[config.mk]
export PLATFORM = sky130hd
export DESIGN_NAME = i2c_req_arbiter_flat
export DESIGN_NICKNAME = d
export VERILOG_FILES = /design/src/rtl/i2c_req_arbiter_if.sv /design/src/rtl/i2c_req_arbiter.sv /design/src/flat_wrapper.sv
export SDC_FILE = /design/constraint.sdc
export NUM_CORES = 1
export LEC_CHECK = 0
export BUFFER_PORTS_ARGS = -buffer_cell sky130_fd_sc_hd__buf_2
export CAP_MARGIN = 20
export CORE_MARGIN = 2
export CORE_UTILIZATION = 45
export DETAILED_ROUTE_END_ITERATION = 8
export HOLD_SLACK_MARGIN = 0.15
export PLACE_DENSITY = 0.79
export SYNTH_ARGS = -nofsm -noshare
export SYNTH_HDL_FRONTEND = slang
export SYNTH_SLANG_ARGS = --single-unit
[constraint.sdc]
create_clock -name i_clk -period 1.95 [get_ports i_clk]
set_input_delay 0.195 -clock i_clk [delete_from_list [all_inputs] [get_ports i_clk]]
set_output_delay 0.195 -clock i_clk [all_outputs]
set_load 0.01 [all_outputs]
[src/rtl/i2c_req_arbiter_if.sv]
// rtl/i2c_req_arbiter_if.sv - requester and controller-side signal bundle for i2c_req_arbiter
interface i2c_req_arbiter_if #(
    parameter int NUM_REQ = 4,
    parameter int ADDR_BW = 7,
    parameter int DATA_BW = 8
);
    logic [NUM_REQ-1:0]         i_req;
    logic [NUM_REQ-1:0]         i_req_rw;
    logic [NUM_REQ*ADDR_BW-1:0] i_req_addr;
    logic [NUM_REQ*DATA_BW-1:0] i_req_data;
    logic [NUM_REQ-1:0]         o_gnt;
    logic [NUM_REQ-1:0]         o_done;
    logic                       o_err;
    logic [DATA_BW-1:0]         o_rx_data;
    logic                       o_busy;
    logic                       o_ctrl_enable;
    logic                       o_ctrl_rw;
    logic [ADDR_BW-1:0]         o_ctrl_addr;
    logic [DATA_BW-1:0]         o_ctrl_data;
    logic                       i_ctrl_ready;
    logic [DATA_BW-1:0]         i_ctrl_rx_data;

    modport slave (
        input  i_req, i_req_rw, i_req_addr, i_req_data, i_ctrl_ready, i_ctrl_rx_data,
        output o_gnt, o_done, o_err, o_rx_data, o_busy,
               o_ctrl_enable, o_ctrl_rw, o_ctrl_addr, o_ctrl_data
    );

    modport master (
        output i_req, i_req_rw, i_req_addr, i_req_data, i_ctrl_ready, i_ctrl_rx_data,
        input  o_gnt, o_done, o_err, o_rx_data, o_busy,
               o_ctrl_enable, o_ctrl_rw, o_ctrl_addr, o_ctrl_data
    );
endinterface

[src/rtl/i2c_req_arbiter.sv]
// rtl/i2c_req_arbiter.sv - shares one i2c_controller among NUM_REQ requesters (round-robin)
// Define I2C_ARB_FIXED_PRIO_EN for fixed lowest-index-wins priority.
module i2c_req_arbiter #(
    parameter int NUM_REQ        = 4,
    parameter int ADDR_BW        = 7,
    parameter int DATA_BW        = 8,
    parameter int ACCEPT_TIMEOUT = 16
) (
    input  logic               i_clk,
    input  logic               i_rstn,
    i2c_req_arbiter_if.slave   bus
);
    localparam int PTR_W = (NUM_REQ > 1) ? $clog2(NUM_REQ) : 1;
    localparam int CNT_W = $clog2(ACCEPT_TIMEOUT + 1);

    typedef enum logic [1:0] {
        S_IDLE   = 2'd0,
        S_LAUNCH = 2'd1,
        S_ABORT  = 2'd2,
        S_BUSY   = 2'd3
    } state_t;

    state_t               r_state, w_state_nxt;
    logic [PTR_W-1:0]     r_ptr, w_ptr_nxt;
    logic [PTR_W-1:0]     r_win, w_win_nxt;
    logic [NUM_REQ-1:0]   r_gnt, w_gnt_nxt;
    logic [NUM_REQ-1:0]   r_done, w_done_nxt;
    logic                 r_err, w_err_nxt;
    logic [DATA_BW-1:0]   r_rx_data, w_rx_nxt;
    logic                 r_busy, w_busy_nxt;
    logic                 r_en, w_en_nxt;
    logic                 r_rw, w_rw_nxt;
    logic [ADDR_BW-1:0]   r_addr, w_addr_nxt;
    logic [DATA_BW-1:0]   r_data, w_data_nxt;
    logic [CNT_W-1:0]     r_cnt, w_cnt_nxt;

    logic [NUM_REQ-1:0]   w_req_eff;
    logic                 w_found;
    logic [PTR_W-1:0]     w_sel;
    logic [PTR_W-1:0]     w_ptr_adv;

    function automatic logic [PTR_W-1:0] wrap_idx(input int base, input int off);
        int s;
        s = base + off;
        if (s >= NUM_REQ)
            s = s - NUM_REQ;
        return PTR_W'(s);
    endfunction

    // The just-finished requester still holds i_req during its done cycle; mask it out.
    assign w_req_eff = bus.i_req & ~r_done;

    always_comb begin
        w_found = 1'b0;
        w_sel   = '0;
        for (int i = 0; i < NUM_REQ; i++) begin
`ifdef I2C_ARB_FIXED_PRIO_EN
            if (!w_found && w_req_eff[i]) begin
                w_found = 1'b1;
                w_sel   = PTR_W'(i);
            end
`else
            if (!w_found && w_req_eff[wrap_idx(int'(r_ptr), i)]) begin
                w_found = 1'b1;
                w_sel   = wrap_idx(int'(r_ptr), i);
            end
`endif
        end
    end

`ifdef I2C_ARB_FIXED_PRIO_EN
    assign w_ptr_adv = '0;
`else
    assign w_ptr_adv = wrap_idx(int'(r_win), 1);
`endif

    always_comb begin
        w_state_nxt = r_state;
        w_ptr_nxt   = r_ptr;
        w_win_nxt   = r_win;
        w_gnt_nxt   = r_gnt;
        w_done_nxt  = '0;
        w_err_nxt   = 1'b0;
        w_rx_nxt    = r_rx_data;
        w_en_nxt    = r_en;
        w_rw_nxt    = r_rw;
        w_addr_nxt  = r_addr;
        w_data_nxt  = r_data;
        w_cnt_nxt   = r_cnt;
        case (r_state)
            S_IDLE: begin
                if (w_found && bus.i_ctrl_ready) begin
                    w_win_nxt   = w_sel;
                    w_gnt_nxt   = NUM_REQ'(1) << w_sel;
                    w_en_nxt    = 1'b1;
                    w_rw_nxt    = bus.i_req_rw[w_sel];
                    w_addr_nxt  = bus.i_req_addr[w_sel*ADDR_BW +: ADDR_BW];
                    w_data_nxt  = bus.i_req_data[w_sel*DATA_BW +: DATA_BW];
                    w_cnt_nxt   = '0;
                    w_state_nxt = S_LAUNCH;
                end
            end
            S_LAUNCH: begin
                if (!bus.i_ctrl_ready) begin
                    w_en_nxt    = 1'b0;
                    w_state_nxt = S_BUSY;
                end else if (r_cnt >= CNT_W'(ACCEPT_TIMEOUT - 1)) begin
                    w_en_nxt    = 1'b0;
                    w_state_nxt = S_ABORT;
                end else begin
                    w_cnt_nxt = r_cnt + 1'b1;
                end
            end
            S_ABORT: begin
                // Ready falling here is a late acceptance, not an abort.
                if (!bus.i_ctrl_ready) begin
                    w_state_nxt = S_BUSY;
                end else begin
                    w_done_nxt  = r_gnt;
                    w_err_nxt   = 1'b1;
                    w_gnt_nxt   = '0;
                    w_ptr_nxt   = w_ptr_adv;
                    w_state_nxt = S_IDLE;
                end
            end
            S_BUSY: begin
                if (bus.i_ctrl_ready) begin
                    if (r_rw)
                        w_rx_nxt = bus.i_ctrl_rx_data;
                    w_done_nxt  = r_gnt;
                    w_gnt_nxt   = '0;
                    w_ptr_nxt   = w_ptr_adv;
                    w_state_nxt = S_IDLE;
                end
            end
            default: begin
                w_state_nxt = S_IDLE;
            end
        endcase
    end

    assign w_busy_nxt = (w_state_nxt != S_IDLE);

    always_ff @(posedge i_clk) begin
        if (!i_rstn) begin
            r_state   <= S_IDLE;
            r_ptr     <= '0;
            r_win     <= '0;
            r_gnt     <= '0;
            r_done    <= '0;
            r_err     <= 1'b0;
            r_rx_data <= '0;
            r_busy    <= 1'b0;
            r_en      <= 1'b0;
            r_rw      <= 1'b0;
            r_addr    <= '0;
            r_data    <= '0;
            r_cnt     <= '0;
        end else begin
            r_state   <= w_state_nxt;
            r_ptr     <= w_ptr_nxt;
            r_win     <= w_win_nxt;
            r_gnt     <= w_gnt_nxt;
            r_done    <= w_done_nxt;
            r_err     <= w_err_nxt;
            r_rx_data <= w_rx_nxt;
            r_busy    <= w_busy_nxt;
            r_en      <= w_en_nxt;
            r_rw      <= w_rw_nxt;
            r_addr    <= w_addr_nxt;
            r_data    <= w_data_nxt;
            r_cnt     <= w_cnt_nxt;
        end
    end

    assign bus.o_gnt         = r_gnt;
    assign bus.o_done        = r_done;
    assign bus.o_err         = r_err;
    assign bus.o_rx_data     = r_rx_data;
    assign bus.o_busy        = r_busy;
    assign bus.o_ctrl_enable = r_en;
    assign bus.o_ctrl_rw     = r_rw;
    assign bus.o_ctrl_addr   = r_addr;
    assign bus.o_ctrl_data   = r_data;
endmodule

[src/flat_wrapper.sv]
// flat-port wrapper written by rule: the top's interface ports become plain ports
module i2c_req_arbiter_flat 
#(
    parameter int NUM_REQ        = 4,
    parameter int ADDR_BW        = 7,
    parameter int DATA_BW        = 8,
    parameter int ACCEPT_TIMEOUT = 16
)
  (i_clk, i_rstn, bus_i_req, bus_i_req_rw, bus_i_req_addr, bus_i_req_data, bus_i_ctrl_ready, bus_i_ctrl_rx_data, bus_o_gnt, bus_o_done, bus_o_err, bus_o_rx_data, bus_o_busy, bus_o_ctrl_enable, bus_o_ctrl_rw, bus_o_ctrl_addr, bus_o_ctrl_data);
  i2c_req_arbiter_if #(.NUM_REQ(NUM_REQ), .ADDR_BW(ADDR_BW), .DATA_BW(DATA_BW)) bus_i ();
  input  logic i_clk;
  input  logic i_rstn;
  input wire logic [$bits(bus_i.i_req)-1:0] bus_i_req;
  input wire logic [$bits(bus_i.i_req_rw)-1:0] bus_i_req_rw;
  input wire logic [$bits(bus_i.i_req_addr)-1:0] bus_i_req_addr;
  input wire logic [$bits(bus_i.i_req_data)-1:0] bus_i_req_data;
  input wire logic [$bits(bus_i.i_ctrl_ready)-1:0] bus_i_ctrl_ready;
  input wire logic [$bits(bus_i.i_ctrl_rx_data)-1:0] bus_i_ctrl_rx_data;
  output wire logic [$bits(bus_i.o_gnt)-1:0] bus_o_gnt;
  output wire logic [$bits(bus_i.o_done)-1:0] bus_o_done;
  output wire logic [$bits(bus_i.o_err)-1:0] bus_o_err;
  output wire logic [$bits(bus_i.o_rx_data)-1:0] bus_o_rx_data;
  output wire logic [$bits(bus_i.o_busy)-1:0] bus_o_busy;
  output wire logic [$bits(bus_i.o_ctrl_enable)-1:0] bus_o_ctrl_enable;
  output wire logic [$bits(bus_i.o_ctrl_rw)-1:0] bus_o_ctrl_rw;
  output wire logic [$bits(bus_i.o_ctrl_addr)-1:0] bus_o_ctrl_addr;
  output wire logic [$bits(bus_i.o_ctrl_data)-1:0] bus_o_ctrl_data;
  assign bus_i.i_req = bus_i_req;
  assign bus_i.i_req_rw = bus_i_req_rw;
  assign bus_i.i_req_addr = bus_i_req_addr;
  assign bus_i.i_req_data = bus_i_req_data;
  assign bus_i.i_ctrl_ready = bus_i_ctrl_ready;
  assign bus_i.i_ctrl_rx_data = bus_i_ctrl_rx_data;
  assign bus_o_gnt = bus_i.o_gnt;
  assign bus_o_done = bus_i.o_done;
  assign bus_o_err = bus_i.o_err;
  assign bus_o_rx_data = bus_i.o_rx_data;
  assign bus_o_busy = bus_i.o_busy;
  assign bus_o_ctrl_enable = bus_i.o_ctrl_enable;
  assign bus_o_ctrl_rw = bus_i.o_ctrl_rw;
  assign bus_o_ctrl_addr = bus_i.o_ctrl_addr;
  assign bus_o_ctrl_data = bus_i.o_ctrl_data;
  i2c_req_arbiter #(.NUM_REQ(NUM_REQ), .ADDR_BW(ADDR_BW), .DATA_BW(DATA_BW), .ACCEPT_TIMEOUT(ACCEPT_TIMEOUT)) u_core (.i_clk(i_clk), .i_rstn(i_rstn), .bus(bus_i));
endmodule
==> results.md <==
- Non-filler instance count after layout: 542
- Clock sinks: 46
- Largest net degree at the start of global routing: 47
- Die W: 81.3 µm
- Worst slew pin tran: 0.696 ns
- Worst-Skew Late Latency: 0.29 ns
- Setup crit start: u_core.r_ptr[1]
- Routability cong.: 0.955
- Lkg Pwr: 1.68 nW
- Critical R2R Launch: u_core.r_ptr[1]
- Pwr Density: 656 mW/mm²
- Flop-to-flop setup slack: 0.1 ns
- Synth async-reset ratio: 0
- First-pass detailed-route iteration total: 5
- Starting Density: 0.459
- Synth Register Bits: 46
- Clk pin slew, worst setup/hold paths: 0.09 ns
- Port Buffers: 113
- Setup CP Type: flip-flop to flip-flop
- WL per Instance: 15.9 µm
- Worst path slowest cell: or4b_4
- Crit path largest cell delay: 0.55 ns
- Clk root buf: clkbuf_8
- Synth area leaders: dfxtp_1, nand3_1, o21ai_0
- Diode count: 0
- Synthesized Nets: 424
- Worst reg2reg path depth: 7
- DR DRC count: 0
- Synth top area share: 0.343
- Max-slew violations: 0
- Cell Rows: 28
- Fin Setup TNS: 0 ns
- Prevailing post-synth register cell: dfxtp_1
- Reg2reg end: u_core.bus.o_ctrl_data[0]
- Core Region: 0.00585 mm²
- Detail Route Antenna Nets: 0
- Most frequent cells after synthesis: dfxtp_1, inv_1, nand3_1
- Setup crit end: u_core.bus.o_ctrl_data[0]
- Post-synth EDFFs: 0
- VDD IR max: 0.000424 V
- Final number of hold-violating endpoints: 0
- Yosys top cell by area: dfxtp_1
- Post-Route Skew: 0.00608 ns
- Max_cap viols: 0
- Distinct cell type count after synthesis: 53
- Layout Nets: 547
- Via density: 5.76
- Number of global-route vias before repair: 2917
- H-tree depth: 2
- Synthesis-to-finish area growth: 34.3%
- Maximum fanout along the worst path: 18
- First-pass GRT wire length: 13.8 mm
- Antenna violations before repair: 0
- Synth Area per Inst: 7.83 µm²
- Tmin final: 1.85 ns
- Syn. warnings: 0
- Worst setup SP type: flip-flop
- DP Wirelength: 6.22 mm
- Status: complete, no violations
- Post-Route WL: 8.64 mm
- Req. time, crit path: 2.16 ns
- CTS tree: built
- Placed insts: 526
- Seq/Total Area, Yosys: 0.343
- RSZ-0062 raised after global routing: no
- Tcrit/Tclk final: 0.949
- Worst slew margin: 0.536
- Hold WC Path Type: primary input to flip-flop
- Clock buffer count from CTS: 5
- Fmax: 0.540 GHz
- GRT Resource Usage Total: 0.266
- Die height: 81.3 µm
- Crit. End Element: flip-flop
- Critical path, cell by cell: buf_4 > or4b_4 > o21ai_2 > a31o_1 > buf_12 > nand3_1 > a31oi_1
- Die Footprint: 0.00660 mm²
- Post-Synthesis Cells: 343
- Final setup violation count: 0
- Total number of vias: 3122
- Layout cell share with drive strength beyond 1: 0.340
- Top-count cell post-synth: dfxtp_1
- Worst Path Arrival: 2.06 ns
- Io pins: 114
- Syn Std Cell Area: 0.00269 mm²
- GRT overflow: 0
- 1st-iter DRT viols: 296
- Clock buffer depth: 2
## state kept, by name, summed over array words and instances (netlist names)
register / cells
u_core.bus.o_busy: 1
u_core.bus.o_ctrl_addr: 7
u_core.bus.o_ctrl_data: 8
u_core.bus.o_ctrl_enable: 1
u_core.bus.o_ctrl_rw: 1
u_core.bus.o_done: 4
u_core.bus.o_err: 1
u_core.bus.o_gnt: 4
u_core.bus.o_rx_data: 8
u_core.r_cnt: 5
u_core.r_ptr: 2
u_core.r_state: 2
u_core.r_win: 2
## placed cells by master (no fill, tap or decap), types with 15 or more instances in the layout
cell | Yosys | layout
buf_2 | 8 | 113
a211oi_1 | 15 | 15
o21ai_0 | 25 | 25
nand3_1 | 27 | 27
buf_4 | 1 | 23
a21oi_1 | 23 | 23
inv_1 | 32 | 32
dfxtp_1 | 46 | 46
nand2_1 | 26 | 26
a31oi_1 | 16 | 16
## metal layers
metal | GRT usage | share of wire | vias up
li1 | - | - | 1503
met1 | 0.352 | 0.41 | 1440
met2 | 0.433 | 0.48 | 161
met3 | 0.0411 | 0.084 | 18
met4 | 0.105 | 0.026 | 0
met5 | 0 | 0 | -
## worst min-delay path by stage
| stage | start | to | slack, ns | depth (start not counted) |
|---|---|---|---|---|
| after floorplan | bus_i_ctrl_ready | u_core.r_state[1] | 0.29 | 1 |
| after detailed placement | u_core.bus.o_rx_data[7] | u_core.bus.o_rx_data[7] | 0.46 | 2 |
| after global routing | bus_i_ctrl_rx_data[5] | u_core.bus.o_rx_data[5] | 0.15 | 3 |
| after global placement | bus_i_ctrl_rx_data[5] | u_core.bus.o_rx_data[5] | 0.45 | 3 |
| after CTS | bus_i_ctrl_rx_data[1] | u_core.bus.o_rx_data[1] | 0.15 | 3 |
| final | bus_i_ctrl_rx_data[1] | u_core.bus.o_rx_data[1] | 0.16 | 3 |
## worst max-delay path: cells and delay by family, from the launching register on
| family | cells | cell delay, ns |
|---|---|---|
| AO/OA/AOI/OAI | 3 | 0.47 |
| flip-flops | 1 | 0.33 |
| buffers and inverters | 2 | 0.33 |
| AND/OR/NAND/NOR | 2 | 0.63 |
## where the power goes
part / total (mW) / switching (mW) / internal (mW)
logic: 0.618 / 0.342 / 0.276
clock network: 0.712 / 0.329 / 0.383
registers: 1.04 / 0.0397 / 0.997
total: 2.37 / 0.711 / 1.66
## stage by stage
stage	total power, mW	hold slack [ns]	utilization	setup slack (ns)	instance area (µm²)
floorplan	1.39	0.294	-	0.223	2690
global placement	1.62	0.450	0.577	-0.0644	3380
detailed placement	1.64	0.456	0.578	-0.0380	3380
CTS	2.35	0.152	0.607	0.00317	3550
global route	2.48	0.151	0.617	0.00428	3610
finish	2.37	0.156	0.617	0.0995	3610
## kinds of logic (layout without fill, tap and decap cells)
group | Yosys count | after routing | synth area share
buffers and inverters | 59 | 183 | 0.0992
muxes | 1 | 1 | 0.00373
xor gates and xnor gates | 1 | 1 | 0.00326
DFF | 46 | 46 | 0.343
adders and majority gates | 2 | 2 | 0.00931
and+or+nand+nor | 95 | 95 | 0.187
AOI/OAI and AO/OA | 139 | 139 | 0.354
## repair_timing
action,4_1_cts,5_1_grt
setup endpoints to repair,9,23
buffers inserted,1,2
hold buffers,4,1
pin swaps,1,1
gates resized for setup,1,4
endpoints found under the hold margin,4,1
## cell type report
class	count	area (µm²)
inverter	32	120
sequential	46	921
timing repair buffer	143	828
fill	504	2240
tap	75	93.8
clock inverter	2	37.5
multi-input combinational	238	1530
clock buffer	6	72.6
No activity file was read; power rests on OpenSTA's default activity.
